`src/rtl/data_cache_ctrl.sv`:
```
// Direct-mapped L1 data cache controller with line-wide memory port.
// Write-back or write-through (both write-allocate), req/ack miss FSM.
module data_cache_ctrl #(
  parameter int ADDR_W         = 32,
  parameter int WORD_W         = 32,
  parameter int WORDS_PER_LINE = 4,
  parameter int LINES          = 16,
  parameter int WRITE_BACK     = 1,
  parameter int CNT_W          = 32
) (
  input  logic                             clk,
  input  logic                             rst,
  input  logic [ADDR_W-1:0]                address,
  input  logic [WORD_W-1:0]                data,
  input  logic                             dataRead,
  input  logic                             dataWrite,
  output logic [WORD_W-1:0]                outData,
  output logic                             hit,
  output logic                             stall,
  output logic                             memReq,
  output logic                             memWe,
  output logic [ADDR_W-1:0]                memAddr,
  output logic [WORD_W*WORDS_PER_LINE-1:0] memWData,
  input  logic [WORD_W*WORDS_PER_LINE-1:0] memRData,
  input  logic                             memAck,
  output logic [CNT_W-1:0]                 hitCount,
  output logic [CNT_W-1:0]                 missCount
);

  localparam int WSEL_W = $clog2(WORDS_PER_LINE);
  localparam int OFF_W  = WSEL_W + 2;
  localparam int IDX_W  = $clog2(LINES);
  localparam int TAG_W  = ADDR_W - OFF_W - IDX_W;
  localparam int LINE_W = WORD_W * WORDS_PER_LINE;

  typedef enum logic [1:0] {
    IDLE, EVICT, FILL, WT_WRITE
  } state_t;

  state_t state;

  logic [LINES-1:0]  valid;
  logic [LINES-1:0]  dirty;
  logic [TAG_W-1:0]  tags  [LINES];
  logic [LINE_W-1:0] lines [LINES];

  logic [TAG_W-1:0]  tag;
  logic [IDX_W-1:0]  idx;
  logic [WSEL_W-1:0] wsel;
  logic              unused_bits;
  logic              req;
  logic              tag_eq;
  logic              miss;
  logic              wr_hit;
  logic              ack_ok;
  logic [LINE_W-1:0] cur_line;
  logic [LINE_W-1:0] upd_line;

  assign tag         = address[ADDR_W-1 -: TAG_W];
  assign idx         = address[OFF_W +: IDX_W];
  assign wsel        = address[2 +: WSEL_W];
  assign unused_bits = ^address[1:0];

  assign req      = dataRead | dataWrite;
  assign cur_line = lines[idx];
  assign tag_eq   = valid[idx] && (tags[idx] == tag);
  assign hit      = (state == IDLE) && req && tag_eq;
  assign stall    = (req && !hit) || (state != IDLE);
  assign miss     = (state == IDLE) && req && !tag_eq;
  assign wr_hit   = hit && dataWrite;
  assign ack_ok   = memReq && memAck;
  assign outData  = cur_line[wsel*WORD_W +: WORD_W];

  always_comb begin
    upd_line = cur_line;
    upd_line[wsel*WORD_W +: WORD_W] = data;
  end

  always_ff @(posedge clk) begin
    if (rst) begin
      state     <= IDLE;
      valid     <= '0;
      dirty     <= '0;
      memReq    <= 1'b0;
      memWe     <= 1'b0;
      memAddr   <= '0;
      memWData  <= '0;
      hitCount  <= '0;
      missCount <= '0;
    end else begin
      if (hit)
        hitCount <= hitCount + CNT_W'(1);
      unique case (state)
        IDLE: begin
          if (miss) begin
            missCount <= missCount + CNT_W'(1);
            if (valid[idx] && dirty[idx]) begin
              state    <= EVICT;
              memWe    <= 1'b1;
              memAddr  <= {tags[idx], idx, {OFF_W{1'b0}}};
              memWData <= cur_line;
            end else begin
              state   <= FILL;
              memWe   <= 1'b0;
              memAddr <= {tag, idx, {OFF_W{1'b0}}};
            end
          end else if (wr_hit) begin
            if (WRITE_BACK != 0) begin
              dirty[idx] <= 1'b1;
            end else begin
              state    <= WT_WRITE;
              memWe    <= 1'b1;
              memAddr  <= {tag, idx, {OFF_W{1'b0}}};
              memWData <= upd_line;
            end
          end
        end
        EVICT: begin
          if (ack_ok) begin
            state      <= FILL;
            memReq     <= 1'b0;
            memWe      <= 1'b0;
            memAddr    <= {tag, idx, {OFF_W{1'b0}}};
            dirty[idx] <= 1'b0;
          end else begin
            memReq <= 1'b1;
          end
        end
        FILL: begin
          if (ack_ok) begin
            state      <= IDLE;
            memReq     <= 1'b0;
            valid[idx] <= 1'b1;
            dirty[idx] <= 1'b0;
          end else begin
            memReq <= 1'b1;
          end
        end
        WT_WRITE: begin
          if (ack_ok) begin
            state  <= IDLE;
            memReq <= 1'b0;
            memWe  <= 1'b0;
          end else begin
            memReq <= 1'b1;
          end
        end
        default: state <= IDLE;
      endcase
    end
  end

  // Tag and data arrays carry no reset; valid bits gate their use.
  always_ff @(posedge clk) begin
    if (!rst) begin
      if (state == FILL && ack_ok) begin
        lines[idx] <= memRData;
        tags[idx]  <= tag;
      end else if (wr_hit) begin
        lines[idx] <= upd_line;
      end
    end
  end

endmodule

```
`config.mk`:
```
export PLATFORM = sky130hd
export DESIGN_NAME = data_cache_ctrl
export DESIGN_NICKNAME = d
export VERILOG_FILES = /design/src/rtl/data_cache_ctrl.sv
export SDC_FILE = /design/constraint.sdc
export NUM_CORES = 2
export LEC_CHECK = 0
export ABC_AREA = 1
export BUFFER_PORTS_ARGS = -buffer_cell sky130_fd_sc_hd__buf_2
export CORE_ASPECT_RATIO = 1.75
export CORE_MARGIN = 2
export CORE_UTILIZATION = 41
export CTS_BUF_LIST = sky130_fd_sc_hd__clkbuf_16
export DETAILED_ROUTE_END_ITERATION = 6
export HOLD_SLACK_MARGIN = 0.15
export PLACE_DENSITY = 0.61
export SKIP_CTS_REPAIR_TIMING = 1
export SYNTH_ARGS = -nofsm -noshare
export SYNTH_HDL_FRONTEND = slang
export SYNTH_SLANG_ARGS = --single-unit
```
`constraint.sdc`:
```
create_clock -name clk -period 11.3 [get_ports clk]
set_clock_uncertainty 0.05 [all_clocks]
set_input_delay 1.13 -clock clk [delete_from_list [all_inputs] [get_ports clk]]
set_output_delay 1.13 -clock clk [all_outputs]
set_load 0.03 [all_outputs]
```
==> impl_results.md <==
* Pint at 15.7 mW
* Global route overflow at 0
* Drc violations at 0
* Nets at 8571
* Violated checks: capacitance limit, slew limit
* Simple-gate share of the synthesized area at 0.0848
* P_leak at slightly above 40 nW
* Arrival time at the worst endpoint at 7.19 ns
* Num CTS Buffers at between 200 and 250
* Max-capacitance violation count at 1
* WS Path Type: in2out
* Finish-stage setup viols at 0
* Routed Antenna Nets at 0
* Data required, critical path at between 10 and 15 ns
* Worst-Margin Slew at 1.57 ns
* First-pass GRT wire length at 507 mm
* Clock slew at reported path FFs at 0.06 ns
* Starting Density at 0.411
* Fin area at 120000 sq um
* Share of layout cells above drive strength 1 at 0.149
* Root Driver: clkbuf_16
* Switching Fraction at 0.244
* Antenna violations before repair at 43
* Max Clk Rate at around 120 MHz
* TritonCTS clock tree: built
* Port Buffers at between 400 and 500
* Yosys cell types at 38
* TNS Setup at 0 ns
* Largest family of logic cells by synthesized area: compound AO/OA/AOI/OAI gates
* Crit start category: input pin
* Final design utilization at 0.470
* Synthesized instance count at approximately 8000
* #FFs+latches synth at 2688
* Seq/Total Area, Yosys at 0.742
* Slew Limit Fails at 4
* Largest net degree at the start of global routing at ~220
* Ys async rst share at 0
* Width of the die at between 300 and 400 microns
* CP Max Fanout at roughly 80
* Core area at 256000 sq um
* Seq pwr share at 0.524
* CTS sink count at 2688
* First-pass detailed-route iteration total at 6
* Syn Area/Cell at ~13 sq um
* Clock Power Share at 0.391
* Area after DPL at between 100000 and 150000 sq um
* Combinational share of power at 0.085
* Power density over the cells at roughly 170 nW/um^2
* Max VDD drop at roughly 0.15 mV
* Sw power at 5.08 mW
* Area Overhead vs Synth at 14.2%
* FP Rows at approximately 250
* Die H at between 600 and 700 microns
* Post-synthesis instance area at ~110000 sq um
* Vias after detailed routing at between 70000 and 80000
* DPL Wire Length at approximately 210 mm
* IO Pins at 457
* Number of vias per cell at 6.08
* H-tree level count at 4
* Post-Synth Adder-Cell Area at 0.00131
* Worst-Skew Late Latency at between 0.9 and 1 ns
* Final min period at ~8.4 ns
* Post-Synth XOR/XNOR Area at 0.00374
* Die area at roughly 260000 sq um
* Final period utilization at 0.741
* Final hold viol count at 0
* Average wire per standard cell at approximately 30 microns
* Final wirelength at between 300 and 400 mm
* RSZ-0062 raised after global routing: false
* Mux cell area share after synthesis at 0
* Top FF cell, synth: edfxtp_1
* Iter 0 DRT Violations at 8514
* Max transition margin at -0.0567
* Status: complete, but fails checks
* Fill cells at approximately 23000
* Final Wtd Congestion at between 0.9 and 1
* Vias in the first global route at roughly 70000
* Number of enable flip-flop cells after synthesis at ~2400
* Synth Warn # at 0
* CTS max path bufs at 4
* Post-synthesis compound-gate area fraction at 0.137
* Crit. End Element: output pin
* Overall Global Routing Usage at 0.268
* HP Class: reg2reg
[sequential cells by signal, indices dropped and copies added (netlist names), named ones only]
name,count
valid,16
memAddr,28
tags,384
lines,2048
missCount,32
memWData,128
memWe,1
hitCount,32
memReq,1
state,2
[cell families after synthesis]
group / count (synthesis)
compound gates: 2299
xor+xnor: 45
fa+ha+maj: 11
buf+inv: 839
flops: 2688
other cells: 1
simple gates: 2083
[cell type report]
type                    count  area [sq um]  area share
flip-flops and latches   2688         78200       0.650
multi-input cells        4442         24400       0.203
clock buffers             240          6010      0.0499
repair buffers            688          4550      0.0378
well taps                3348          4190      0.0348
clock inverters           203          1680      0.0140
inverters                 304          1190     0.00986
diodes                     25          62.6    0.000520
[Yosys cell counts (6+ instances only)]
cell,n,area (sq um)
or2_2,116,726
edfxtp_1,2432,73000
and3_1,7,43.8
nor3_1,36,180
buf_4,9,67.6
nand3_1,102,510
a21oi_1,766,3830
inv_2,12,45.0
nor2_1,209,785
nor4_1,140,876
buf_2,92,460
o21ai_1,190,951
o22ai_1,110,688
clkbuf_1,379,1420
buf_1,49,184
ha_1,11,138
xnor2_1,10,87.6
inv_1,287,1080
o21bai_1,6,45.0
xor2_1,35,307
o21ai_0,166,831
dfxtp_1,256,5120
nor2_2,11,68.8
nand2_1,1364,5120
nand4_1,90,563
a22oi_1,1026,7700
a32o_1,32,320
[routing by layer]
layer | track usage | share of wire
met1 | 0.342 | 0.37
met5 | 0 | 0.00068
met3 | 0.0682 | 0.11
met2 | 0.423 | 0.46
met4 | 0.137 | 0.057
[worst max-delay path, stage by stage]
cell and delay (ns):
buf_4 0.41, buf_4 0.71, nand2_1 0.66, inv_8 0.65, buf_4 0.72, buf_4 0.89, a22oi_1 0.21, a21oi_1 0.26
nor4_1 0.19, nand2_1 0.09, a32o_1 0.64, buf_2 0.32
[final timing paths]
kind                            startpoint                       end  slack, ns  cells after the start
setup / recovery                address[4]                outData[6]       2.93                     12
hold / removal    memAddr[24]$_SDFFE_PP0P_  memAddr[24]$_SDFFE_PP0P_       0.41                      2
setup reg to reg      tags[4][1]$_DFFE_PP_    lines[7][21]$_DFFE_PP_       6.31                     20
hold reg to reg   memAddr[24]$_SDFFE_PP0P_  memAddr[24]$_SDFFE_PP0P_       0.41                      2
[placed cells by master (no fill, tap or decap), types with 13 or more instances in the layout]
master and count:
a32o_1 32, a21oi_1 764, o21ai_1 190, o21ai_0 166, bufinv_16 24, clkbuf_16 240
edfxtp_1 2432, clkinv_2 50, inv_1 330, nor3_1 36, nor2_2 26, a22oi_1 1026
nor4_2 48, nor2_4 20, diode_2 25, o22ai_1 110, clkinv_1 50, nor2_1 174
nand4_1 90, nand3_1 102, buf_2 447, inv_6 13, nor4_1 88, buf_4 201
or2_2 116, nand2_1 1363, dfxtp_1 256, xor2_1 35, clkinvlp_4 20, buf_12 40
[stage by stage]
stage          worst slack (ns)  hold slack (ns)  cells  power (mW)
2_1_floorplan              2.10            0.379   7969        12.0
3_5_place_dp               3.23            0.395  11500        12.8
5_1_grt                    2.85            0.427  11900        21.3
3_3_place_gp               3.25            0.390  11500        12.8
6_report                   2.93            0.409  11900        20.8
4_1_cts                    3.22            0.411  11900        20.8
[power groups by stage]
stage	Clock [mW]	Sequential (mW)	Combinational, mW
after floorplan	0	11.2	0.865
after global placement	0	11.1	1.70
after detailed placement	0	11.1	1.72
after CTS	8.19	10.9	1.73
after global routing	8.55	10.9	1.85
final	8.12	10.9	1.77
(Power assumes the default switching activity.)
